--- src/rtl/muldiv_pkg.sv ---
// Shared types and constants for the HI/LO multiply/divide unit.
package muldiv_pkg;

  localparam int unsigned MULDIV_WIDTH   = 32;
  localparam int unsigned MULDIV_LATENCY = MULDIV_WIDTH + 1;

  typedef enum logic [3:0] {
    MULT  = 4'd0,
    MULTU = 4'd1,
    DIV   = 4'd2,
    DIVU  = 4'd3,
    MTHI  = 4'd4,
    MTLO  = 4'd5
  } muldiv_op_t;

  typedef enum logic [1:0] {
    IDLE  = 2'd0,
    RUN   = 2'd1,
    FIXUP = 2'd2
  } muldiv_state_t;

endpackage

--- src/rtl/muldiv_iter_core.sv ---
// Unsigned iterative datapath: shift-add multiply or restoring divide, one step per i_step.
module muldiv_iter_core #(
  parameter int unsigned WIDTH = 32
) (
  input  logic               clk,
  input  logic               reset,
  input  logic               i_load,
  input  logic               i_step,
  input  logic               i_is_div,
  input  logic [WIDTH-1:0]   i_a,
  input  logic [WIDTH-1:0]   i_b,
  output logic [2*WIDTH-1:0] o_acc
);

  logic [2*WIDTH-1:0] r_acc;
  logic [WIDTH-1:0]   r_opnd;
  logic               r_is_div;

  logic [WIDTH:0]     w_sum;
  logic [WIDTH+1:0]   w_trial;
  logic               w_fits;
  logic [2*WIDTH-1:0] w_acc_nxt;

  // Multiply: acc = {partial product, remaining multiplier bits}, shifted right each step.
  // Divide: acc = {remainder, dividend/quotient}, shifted left each step; an extra
  // borrow bit is kept because the shifted remainder can exceed WIDTH bits.
  always_comb begin
    w_sum     = {1'b0, r_acc[2*WIDTH-1:WIDTH]} + {1'b0, (r_acc[0] ? r_opnd : '0)};
    w_trial   = {1'b0, r_acc[2*WIDTH-1:WIDTH-1]} - {2'b00, r_opnd};
    w_fits    = ~w_trial[WIDTH+1];
    w_acc_nxt = {w_sum, r_acc[WIDTH-1:1]};
    if (r_is_div) begin
      if (w_fits) begin
        w_acc_nxt = {w_trial[WIDTH-1:0], r_acc[WIDTH-2:0], 1'b1};
      end else begin
        w_acc_nxt = {r_acc[2*WIDTH-2:0], 1'b0};
      end
    end
  end

  always_ff @(posedge clk) begin
    if (reset) begin
      r_acc    <= '0;
      r_opnd   <= '0;
      r_is_div <= 1'b0;
    end else if (i_load) begin
      r_is_div <= i_is_div;
      if (i_is_div) begin
        r_acc  <= {{WIDTH{1'b0}}, i_a};
        r_opnd <= i_b;
      end else begin
        r_acc  <= {{WIDTH{1'b0}}, i_b};
        r_opnd <= i_a;
      end
    end else if (i_step) begin
      r_acc <= w_acc_nxt;
    end
  end

  assign o_acc = r_acc;

endmodule

--- src/rtl/hilo_muldiv_unit.sv ---
// Multi-cycle MULT/MULTU/DIV/DIVU unit owning the architectural HI/LO registers.
module hilo_muldiv_unit
  import muldiv_pkg::*;
#(
  parameter int unsigned WIDTH = MULDIV_WIDTH
) (
  input  logic             clk,
  input  logic             reset,
  input  logic             start,
  input  logic [3:0]       op,
  input  logic [WIDTH-1:0] op_a,
  input  logic [WIDTH-1:0] op_b,
  output logic             busy,
  output logic             done,
  output logic [WIDTH-1:0] hi,
  output logic [WIDTH-1:0] lo
);

  localparam int unsigned CNT_W = $clog2(WIDTH);

  muldiv_state_t      r_state, w_state_nxt;
  logic [CNT_W-1:0]   r_count;
  logic               r_neg_q, r_neg_r, r_is_div, r_done;
  logic [WIDTH-1:0]   r_hi, r_lo;

  logic               w_is_muldiv, w_is_signed, w_is_div;
  logic               w_sign_a, w_sign_b;
  logic [WIDTH-1:0]   w_mag_a, w_mag_b;
  logic               w_load, w_step, w_fixup, w_last;
  logic [2*WIDTH-1:0] w_acc, w_prod;
  logic [WIDTH-1:0]   w_quot, w_rem;

  always_comb begin
    w_is_muldiv = 1'b0;
    w_is_signed = 1'b0;
    w_is_div    = 1'b0;
    case (op)
      MULT:  begin w_is_muldiv = 1'b1; w_is_signed = 1'b1; end
      MULTU: begin w_is_muldiv = 1'b1; end
      DIV:   begin w_is_muldiv = 1'b1; w_is_signed = 1'b1; w_is_div = 1'b1; end
      DIVU:  begin w_is_muldiv = 1'b1; w_is_div = 1'b1; end
      default: ;
    endcase
  end

  assign w_sign_a = w_is_signed & op_a[WIDTH-1];
  assign w_sign_b = w_is_signed & op_b[WIDTH-1];
  assign w_mag_a  = w_sign_a ? -op_a : op_a;
  assign w_mag_b  = w_sign_b ? -op_b : op_b;
  assign w_last   = (r_count == CNT_W'(WIDTH - 1));

  always_comb begin
    w_state_nxt = r_state;
    w_load      = 1'b0;
    w_step      = 1'b0;
    w_fixup     = 1'b0;
    unique case (r_state)
      IDLE: begin
        if (start && w_is_muldiv) begin
          w_load      = 1'b1;
          w_state_nxt = RUN;
        end
      end
      RUN: begin
        w_step = 1'b1;
        if (w_last) w_state_nxt = FIXUP;
      end
      FIXUP: begin
        w_fixup     = 1'b1;
        w_state_nxt = IDLE;
      end
      default: w_state_nxt = IDLE;
    endcase
  end

  always_ff @(posedge clk) begin
    if (reset) r_state <= IDLE;
    else       r_state <= w_state_nxt;
  end

  always_ff @(posedge clk) begin
    if (reset) begin
      r_count  <= '0;
      r_neg_q  <= 1'b0;
      r_neg_r  <= 1'b0;
      r_is_div <= 1'b0;
      r_done   <= 1'b0;
    end else begin
      r_done <= w_fixup;
      if (w_load) begin
        r_count  <= '0;
        r_neg_q  <= w_sign_a ^ w_sign_b;
        r_neg_r  <= w_sign_a;
        r_is_div <= w_is_div;
      end else if (w_step) begin
        r_count <= r_count + 1'b1;
      end
    end
  end

  muldiv_iter_core #(
    .WIDTH(WIDTH)
  ) u_core (
    .clk     (clk),
    .reset   (reset),
    .i_load  (w_load),
    .i_step  (w_step),
    .i_is_div(w_is_div),
    .i_a     (w_mag_a),
    .i_b     (w_mag_b),
    .o_acc   (w_acc)
  );

  // A zero divisor makes every restoring step succeed, so the magnitude quotient
  // is all ones and the remainder equals |dividend|; sign fixup then yields the
  // defined divide-by-zero results without a special case.
  assign w_prod = r_neg_q ? -w_acc : w_acc;
  assign w_quot = r_neg_q ? -w_acc[WIDTH-1:0] : w_acc[WIDTH-1:0];
  assign w_rem  = r_neg_r ? -w_acc[2*WIDTH-1:WIDTH] : w_acc[2*WIDTH-1:WIDTH];

  always_ff @(posedge clk) begin
    if (reset) begin
      r_hi <= '0;
      r_lo <= '0;
    end else if (w_fixup) begin
      if (r_is_div) begin
        r_hi <= w_rem;
        r_lo <= w_quot;
      end else begin
        r_hi <= w_prod[2*WIDTH-1:WIDTH];
        r_lo <= w_prod[WIDTH-1:0];
      end
    end else if (r_state == IDLE && start) begin
      if (op == MTHI) r_hi <= op_a;
      if (op == MTLO) r_lo <= op_a;
    end
  end

  assign busy = (r_state != IDLE);
  assign done = r_done;
  assign hi   = r_hi;
  assign lo   = r_lo;

endmodule

--- config.mk ---
export PLATFORM = sky130hd
export DESIGN_NAME = hilo_muldiv_unit
export DESIGN_NICKNAME = d
export VERILOG_FILES = /design/src/rtl/muldiv_pkg.sv /design/src/rtl/muldiv_iter_core.sv /design/src/rtl/hilo_muldiv_unit.sv
export SDC_FILE = /design/constraint.sdc
export NUM_CORES = 1
export LEC_CHECK = 0
export ABC_AREA = 1
export BUFFER_PORTS_ARGS = -buffer_cell sky130_fd_sc_hd__clkbuf_2
export CORE_MARGIN = 5
export CORE_UTILIZATION = 25
export CTS_CLUSTER_SIZE = 8
export DETAILED_ROUTE_END_ITERATION = 6
export GPL_ROUTABILITY_DRIVEN = 0
export HOLD_SLACK_MARGIN = 0.15
export PLACE_DENSITY = 0.41
export SKIP_CTS_REPAIR_TIMING = 1
export SLEW_MARGIN = 10
export SYNTH_ARGS = -nofsm -noshare
export SYNTH_HDL_FRONTEND = slang
export SYNTH_HIERARCHICAL = 1
export SYNTH_SLANG_ARGS = --single-unit
--- constraint.sdc ---
create_clock -name clk -period 2.9 [get_ports clk]
set_input_delay 0.29 -clock clk [delete_from_list [all_inputs] [get_ports clk]]
set_output_delay 0.29 -clock clk [all_outputs]
set_load 0.005 [all_outputs]
## Word-level counts from Yosys, hierarchy flattened

Index checks and enable logic that the tools add are counted.

| storage, ports and cells | value |
|---|---|
| output and inout port bits | 66 |
| bits in registers | 171 |

| operators by class | value |
|---|---|
| multiplexer cells | 30 |
| equality and inequality tests | 10 |
| reductions and logical operators | 16 |
| bitwise operators | 3 |
| add/subtract/negate cells | 8 |

Operators with widths:

| kind | count |
|---|---|
| 32-bit two-way mux | 15 |
| 64-bit two-way mux | 5 |
| 32-bit negator | 4 |
| 64-bit negator | 1 |
| 33-bit by 32-bit subtractor with 34-bit output | 1 |
| 32-bit by 32-bit adder with 33-bit output | 1 |
| 2-bit nonzero test | 5 |
| 4-bit by 2-bit equality test with 1-bit output (second input constant) | 2 |
| 4-bit by 3-bit equality test with 1-bit output (second input constant) | 2 |
| 1-bit two-way mux | 7 |
| 2-bit AND reduction | 3 |
| 2-bit OR reduction | 3 |
| 5-bit by 1-bit adder with 5-bit output (second input constant) | 1 |
| 5-bit equality test (second input constant) | 1 |
| 4-bit by 1-bit equality test with 1-bit output (second input constant) | 1 |
| 4-bit logical NOT | 1 |
| 2-bit two-way mux | 2 |
| 2-bit != test (second input constant) | 2 |
| 2-bit one-hot mux with 2 select lines | 1 |
| 4-bit OR reduction | 1 |
| 1-bit bitwise AND | 2 |
| 2-bit by 1-bit equality test with 1-bit output (second input constant) | 1 |
| 2-bit equality test (second input constant) | 1 |
| 1-bit logical AND | 2 |
| 2 further kinds | 2 |

## Longest topological paths before layout

Gate-level depths: netlist of run 1.

| depth | value |
|---|---|
| depth in word-level cells | 7 |
| mapped depth | 22 |

## Modules after synthesis

The synthesis of run 1 kept the hierarchy.

By module, submodules not included:

| module | times used | area an instance (sq um) | seq. area each (sq um) | cells an instance |
|---|---|---|---|---|
| muldiv_iter_core | 1 | 10611.4 | 1941.9 | 1940 |
| hilo_muldiv_unit | 1 | 7581.0 | 1501.4 | 1355 |

## Least setup slack after synthesis of run 1

OpenSTA, ideal clock, no wires.

| timing | value |
|---|---|
| kind | flip-flop to flip-flop |
| start point | register u_core.r_acc[0], in the netlist u_core/o_acc[0] |
| end point | register u_core.r_acc[63], in the netlist u_core/o_acc[63] |
| path slack | 0.310 ns |
| cell stages (with the launch flop) | 23 |
| data arrival time | 2.520 ns |
| library setup time | 0.070 ns |
| cells stage by stage | dfxtp_1 -> clkbuf_1 -> clkbuf_1 -> nand2_1 -> inv_1 -> ha_1 -> inv_1 -> fa_1 -> inv_1 -> nand3_1 -> nand3_1 -> nand2_1 -> nand2_1 -> nand2_1 -> nand2_1 -> nand2_1 -> nand2_1 -> nand2_1 -> nand2_1 -> nand2_1 -> inv_1 -> nand2_1 -> a21oi_1 |

| on the way | value |
|---|---|
| word-level cells in the longest chain between the ends | 5 |

RTL lines:

| element | RTL line | text |
|---|---|---|
| start, declared | muldiv_iter_core.sv:15 | `logic [2*WIDTH-1:0] r_acc;` |
| start signal, assigned | muldiv_iter_core.sv:49 | `r_acc <= {{WIDTH{1'b0}}, i_a};` |
| start signal, assigned | muldiv_iter_core.sv:52 | `r_acc <= {{WIDTH{1'b0}}, i_b};` |
| start signal, assigned | muldiv_iter_core.sv:56 | `r_acc <= w_acc_nxt;` |
| 32-bit two-way mux | muldiv_iter_core.sv:28 | `w_sum = {1'b0, r_acc[2*WIDTH-1:WIDTH]} + {1'b0, (r_acc[0] ? r_opnd : '0)};` |
| 32-bit by 32-bit adder with 33-bit output | muldiv_iter_core.sv:28 |  |
| 64-bit two-way mux | muldiv_iter_core.sv:32 | `if (r_is_div) begin` |
| 64-bit two-way mux | muldiv_iter_core.sv:55 | `end else if (i_step) begin` |
| 64-bit two-way mux | muldiv_iter_core.sv:46 | `end else if (i_load) begin` |

No other way between the ends. The select of a mux whose other input is x is not followed.
A chain may end at the register's enable or synchronous reset.

## Final worst setup path of run 1

| timing | value |
|---|---|
| start point | register u_core.r_acc[0], in the netlist u_core/o_acc[0] |
| end point | register u_core.r_acc[49], in the netlist u_core/o_acc[49] |

Same word-level chain as after synthesis.

==> flow_summary.yaml, run 1 <==
run_status:
  status: "finished, final reports clean"
setup_path:
  reg2reg_depth: 14
  cp_max_fo: 19
  cp-end-kind: "register"
  regToRegStartpoint: "u_core/o_acc[0]$_SDFFE_PP0P_"
  reg2reg_slack_ps: 180
  worstReg2RegEnd: "u_core/o_acc[49]$_SDFFE_PP0P_"
  start_kind: "register"
  required_ps: 3250
  cp.arrival_ps: 3080
  slowest_delay_ps: 350
  path_class: "reg -> reg"
  critPathSlowestCell: "ha_1"
  crit_chain: "buf_4, buf_4, nand2_1, inv_1, ha_1, nand2_1, nor2_1, nand2_1, inv_1, nand4_1, nand4_1, nand3_1, nand4_1, a21oi_1"
grt:
  grt_pass1_wl_um: 132000
  gr-usage-all-layers_pct: 22.4
  first_global_vias: 20251
  grt_overflow: 0
  antenna_found_initial: 0
  grt_max_degree: 72
layout:
  fin_area_mm2: 0.0212
  fillCellCount: 8509
  num-nets-final: 3596
  drive_gt1_share_pct: 11.2
  area_growth_pct: 16.3
placement:
  dpl.hpwl_um: 74800
  io_buffers: 136
  placed_cell_area_mm2: 0.0205
floorplanning:
  die_y_um: 280
  core_area_mm2: 0.0726
  die_area_mm2: 0.0783
  rows: 99
  start_util_pct: 25.1
  pin_count: 137
  dieWidth_um: 280
power:
  p_total_mw: 7.98
  power.switching_mw: 3.33
  power_switching_share_pct: 41.7
  comb_power_share_pct: 35.0
  ir_worst_vdd_uv: 505
  power.internal_mw: 4.65
  p_seq_share_pct: 32.4
  p_per_area_mw_per_mm2: 377
  p_clk_share_pct: 32.6
  p_leak_nw: 10.7
synthesis:
  yosysTopAreaCell: "nand2_1"
  ys_ff_latch: 172
  avgSynthCellArea_um2: 5.52
  synth_nets: 3438
  synth_edf_count: 0
  synth_top_area_share_pct: 20.9
  synth_flop_cell: "dfxtp_1"
  synth_cell_types: 45
  yosysWarnings: 6
  seq_area_frac_synth_pct: 18.9
  synth_cells: 3295
  async_reset_ff_share_pct: 0
  synthTopCellsByArea: "nand2_1, dfxtp_1, inv_1"
  syn-cell-area_mm2: 0.0182
timing:
  min_period_over_period_pct: 93.9
  min_period_ps: 2720
  rsz0062_at_grt: "no"
  worstMarginPinSlew_ps: 885
  relSlewSlack_pct: 40.4
  finalHoldViolCount: 0
  setup_violations: 0
  setup_tns_ps: 0
  skew_ps: 16.5
  final_max_slew_viol_count: 0
  max_freq_mhz: 367
route:
  drc_errors: 0
  wire_per_inst_um: 20.4
  wl_um: 90200
  vias: 21236
  drtPass1Iterations: 5
  route.antenna.remaining_nets: 0
  drtIter0Drc: 1897
  vias_per_cell: 4.80
clocking:
  clockRootBuffer: "clkbuf_16"
  clk_pin_slew_ps: 80
  clock_latency_ps: 510
  cts_max_path_buffers: 2
  cts_tree: "done"
  h-tree-depth: 4
  numClockSinks: 172
  cts_buffers: 17
hold_path:
  hold-path-endpoint: "r_neg_q$_SDFFE_PP0P_"
  hold_path_depth: 4
  hold_path_startpoint: "op_b[31]"
  min_path_type: "in -> reg"
job:
  drv_cap: 0
## metal layers
layer  GRT usage [%]  vias to the layer above  wire length [µm]
li1                -                    10801                 -
met1            30.1                     9753             41000
met2            38.1                      589             42100
met3            2.48                       93              4390
met4            6.84                        0              2760
met5               0                        -                 0
## logic make-up (layout without fill, tap and decap cells)
logic type      Yosys count  count (layout)  synth area share [%]
buf+inv                 619             790                  13.3
xor+xnor                 99              99                  4.77
compound gates          508             508                  15.4
other cells               0               1                     0
simple gates           1825            1825                  42.6
flops                   172             172                  18.9
fa+ha+maj                72              72                  5.03
## flip-flops by register name, indices dropped and copies added, names as in the netlist
| signal | flops |
|---|---|
| lo | 32 |
| u_core/o_acc | 64 |
| r_neg_r | 1 |
| hi | 32 |
| r_neg_q | 1 |
| u_core/r_is_div | 1 |
| r_count | 5 |
| r_state | 2 |
| r_is_div | 1 |
| done | 1 |
| u_core/r_opnd | 32 |
## per-stage QoR
stage	instances	hold slack (ps)	setup slack (ps)	utilization, %
6_report	4426	145	176	29.1
5_1_grt	4425	155	3.16	29.1
4_1_cts	4425	108	227	29.1
3_5_place_dp	4393	461	107	28.3
3_3_place_gp	4393	459	144	28.3
2_1_floorplan	3295	429	310	-
## worst max-delay path by stage
stage / from / end / slack [ps]
6_report: u_core/o_acc[0]$_SDFFE_PP0P_ / u_core/o_acc[49]$_SDFFE_PP0P_ / 180
5_1_grt: u_core/o_acc[0]$_SDFFE_PP0P_ / u_core/o_acc[62]$_SDFFE_PP0P_ / 3
4_1_cts: u_core/o_acc[0]$_SDFFE_PP0P_ / u_core/o_acc[54]$_SDFFE_PP0P_ / 230
3_5_place_dp: op_a[0] / u_core/r_opnd[24]$_SDFFE_PP0P_ / 110
3_3_place_gp: op_a[0] / u_core/r_opnd[24]$_SDFFE_PP0P_ / 140
2_1_floorplan: u_core/o_acc[0]$_SDFFE_PP0P_ / u_core/o_acc[63]$_SDFFE_PP0P_ / 310
## power by group through the flow
stage | logic, mW | registers, mW | clock network (mW)
after CTS | 2.78 | 2.58 | 2.66
after detailed placement | 2.77 | 2.64 | 0
final | 2.79 | 2.58 | 2.60
after global placement | 2.79 | 2.64 | 0
after floorplan | 1.75 | 2.57 | 0
after global routing | 3.09 | 2.59 | 2.74
## cell usage after synthesis (4+ instances only)
| library cell | count |
|---|---|
| o221ai_1 | 17 |
| nand3b_1 | 17 |
| nor3_2 | 4 |
| nand2_2 | 7 |
| clkbuf_1 | 73 |
| inv_1 | 478 |
| or2_2 | 9 |
| nand3_1 | 308 |
| buf_4 | 5 |
| a31oi_1 | 5 |
| ha_1 | 70 |
| nand3_2 | 4 |
| nand4_1 | 29 |
| xor2_1 | 74 |
| o21bai_1 | 9 |
| a21boi_0 | 6 |
| nor2_4 | 10 |
| o21ai_0 | 231 |
| o21ai_1 | 34 |
| and2_1 | 6 |
| nor3_1 | 28 |
| buf_6 | 7 |
| a21oi_1 | 150 |
| nor2_2 | 22 |
| o211ai_1 | 44 |
| buf_1 | 15 |
| dfxtp_1 | 172 |
| o21ai_2 | 6 |
| nor2_1 | 354 |
| nand2_1 | 1014 |
| xnor2_1 | 25 |
| inv_2 | 16 |
| buf_2 | 22 |
## critical path, delay by kind of cell (launching register included)
kind | cells | cell delay [ps]
buffers and inverters | 4 | 550
AO/OA/AOI/OAI | 1 | 70
adder cells (fa/ha/maj) | 1 | 350
flip-flops | 1 | 330
AND/OR/NAND/NOR | 8 | 1260
## layout by cell type, fill, tap and decap left out, types with 5 or more instances in the layout
cell / instances
o21ai_2: 6
xor2_1: 74
nand3b_1: 17
ha_1: 70
o211ai_1: 44
o21ai_0: 231
inv_2: 16
a21boi_0: 6
nand4_1: 29
nor2_2: 23
clkbuf_2: 136
or2_2: 9
buf_4: 121
and2_1: 6
nand2_1: 1013
inv_1: 478
clkbuf_16: 17
a31oi_1: 5
o21ai_1: 34
o221ai_1: 17
dfxtp_1: 171
nor2_1: 350
nor3_1: 28
nand2_2: 8
nor2_4: 13
xnor2_1: 25
a21oi_1: 150
o21bai_1: 9
nand3_1: 308
## cell type report
| type | count | area (µm²) | share of cell area [%] |
|---|---|---|---|
| multi-input cells | 2504 | 12400 | 58.4 |
| repair buffers | 261 | 1670 | 7.89 |
| clock inverters | 12 | 153 | 0.721 |
| diodes | 1 | 2.50 | 0.0118 |
| clock buffers | 20 | 467 | 2.21 |
| flip-flops and latches | 172 | 3450 | 16.3 |
| inverters | 497 | 1870 | 8.82 |
| well taps | 959 | 1200 | 5.67 |
No activity file was read; power rests on OpenSTA's default activity.
==> run 2: changes to the inputs <==
--- a/config.mk
+++ b/config.mk
@@ -9,6 +9,7 @@
 export BUFFER_PORTS_ARGS = -buffer_cell sky130_fd_sc_hd__clkbuf_2
 export CORE_MARGIN = 5
 export CORE_UTILIZATION = 25
+export CTS_BUF_LIST = sky130_fd_sc_hd__clkbuf_8
 export CTS_CLUSTER_SIZE = 8
 export DETAILED_ROUTE_END_ITERATION = 6
 export GPL_ROUTABILITY_DRIVEN = 0
==> flow_summary.yaml, run 2 (same netlist as run 1, synthesis figures left out) <==
grt:
  gr-usage-all-layers_pct: 22.4
  grt_pass1_wl_um: 132000
  grt_max_degree: 72
  antenna_found_initial: 1
  first_global_vias: 20272
  grt_overflow: 0
power:
  p_clk_share_pct: 27.3
  power.internal_mw: 4.15
  p_total_mw: 7.40
  ir_worst_vdd_uv: 389
  p_seq_share_pct: 34.9
  p_leak_nw: 10.6
  power_switching_share_pct: 44.0
  p_per_area_mw_per_mm2: 353
  power.switching_mw: 3.25
  comb_power_share_pct: 37.8
floorplanning:
  rows: 99
  die_y_um: 280
  die_area_mm2: 0.0783
  start_util_pct: 25.1
  core_area_mm2: 0.0726
  dieWidth_um: 280
  pin_count: 137
timing:
  min_period_ps: 2750
  skew_ps: 23.0
  relSlewSlack_pct: 43.6
  finalHoldViolCount: 0
  setup_tns_ps: 0
  setup_violations: 0
  max_freq_mhz: 363
  final_max_slew_viol_count: 0
  rsz0062_at_grt: "no"
  worstMarginPinSlew_ps: 837
  min_period_over_period_pct: 94.9
setup_path:
  start_kind: "register"
  path_buf_inv: 4
  path_class: "reg -> reg"
  cp-end-kind: "register"
  cp.arrival_ps: 3200
  cp_max_fo: 19
  cpLargestDelayFamily: "simple AND/OR/NAND/NOR gates"
  crit_chain: "buf_4, buf_4, nand2_1, inv_1, ha_1, nand2_1, nor2_1, nand2_1, inv_1, nand4_1, nand4_1, nand3_1, nand4_1, a21oi_1"
  required_ps: 3350
  critPathSlowestCell: "ha_1"
  slowest_delay_ps: 350
clocking:
  clock_latency_ps: 590
  h-tree-depth: 4
  cts_max_path_buffers: 2
  clockRootBuffer: "clkbuf_8"
  cts_tree: "done"
  numClockSinks: 172
  cts_buffers: 17
  clk_pin_slew_ps: 110
layout:
  fin_area_mm2: 0.0210
  largest_reg_flops: 64
  seq_area_mm2: 0.00345
  multiInputGateArea_mm2: 0.0124
  layout_commonest_cell: "nand2_1"
  fillCellCount: 8513
  drive_gt1_share_pct: 11.2
  area_growth_pct: 15.4
  final_cells: 4428
  num-nets-final: 3598
  layout_common_cells: "nand2_1, inv_1, nor2_1"
route:
  vias_per_cell: 4.81
  wl_um: 90200
  vias: 21306
  drtIter0Drc: 1817
  drc_errors: 0
  wire_per_inst_um: 20.4
  drtPass1Iterations: 5
  route.antenna.remaining_nets: 0
job:
  drv_cap: 0
placement:
  dpl.hpwl_um: 74800
  placed_cell_area_mm2: 0.0205
  place_inst: 4393
  io_buffers: 136
hold_path:
  min_path_type: "in -> reg"
run_status:
  status: "finished, final reports clean"
## run 2: cell types whose count changed in the layout (fill, tap and decap cells not counted)
cell | before | now
dlygate4sd3_1 | 0 | 2
clkbuf_16 | 17 | 0
clkbuf_8 | 3 | 20
## run 2: tightest hold or removal path: cells and delay by family
kind	cells	cell delay, ps
buffers and inverters	2	170
AND/OR/NAND/NOR	2	160
AO/OA/AOI/OAI	1	90
## run 2: final timing paths
path	from	to	slack (ps)	cells past startpoint
worst min-delay path	op_a[0]	u_core/r_opnd[0]$_SDFFE_PP0P_	170	5
worst max-delay path	u_core/o_acc[0]$_SDFFE_PP0P_	u_core/o_acc[49]$_SDFFE_PP0P_	150	14
worst min register to register	lo[4]$_SDFFE_PP0P_	lo[4]$_SDFFE_PP0P_	480	2
worst max register to register	u_core/o_acc[0]$_SDFFE_PP0P_	u_core/o_acc[49]$_SDFFE_PP0P_	150	14
## run 2: layout make-up
class / instances / area share (%)
repair buffers: 263 / 8.05
flip-flops and latches: 172 / 16.4
clock buffers: 20 / 1.31
well taps: 959 / 5.72
clock inverters: 12 / 0.727
multi-input cells: 2504 / 58.9
inverters: 497 / 8.89
diodes: 1 / 0.0119
## run 2: power groups by stage
stage | Clock, mW | Sequential (mW) | Combinational [mW]
detailed placement | 0 | 2.64 | 2.77
finish | 2.02 | 2.58 | 2.80
floorplan | 0 | 2.57 | 1.75
global route | 2.15 | 2.59 | 3.10
CTS | 2.09 | 2.58 | 2.78
global placement | 0 | 2.64 | 2.79
## run 2: through the flow
| stage | utilization, % | hold slack (ps) | worst slack, ps |
|---|---|---|---|
| after floorplan | - | 429 | 310 |
| after global placement | 28.3 | 459 | 144 |
| after detailed placement | 28.3 | 461 | 107 |
| after CTS | 28.9 | -1.35 | 227 |
| after global routing | 28.9 | 165 | 5.54 |
| final | 28.9 | 173 | 148 |
## run 2: metal layers
metal | share of wire [%] | up-vias | track usage (%)
met5 | 0 | - | 0
met4 | 3.1 | 0 | 6.86
met3 | 4.3 | 103 | 2.48
met2 | 47 | 598 | 38.1
met1 | 46 | 9808 | 29.9
li1 | - | 10797 | -
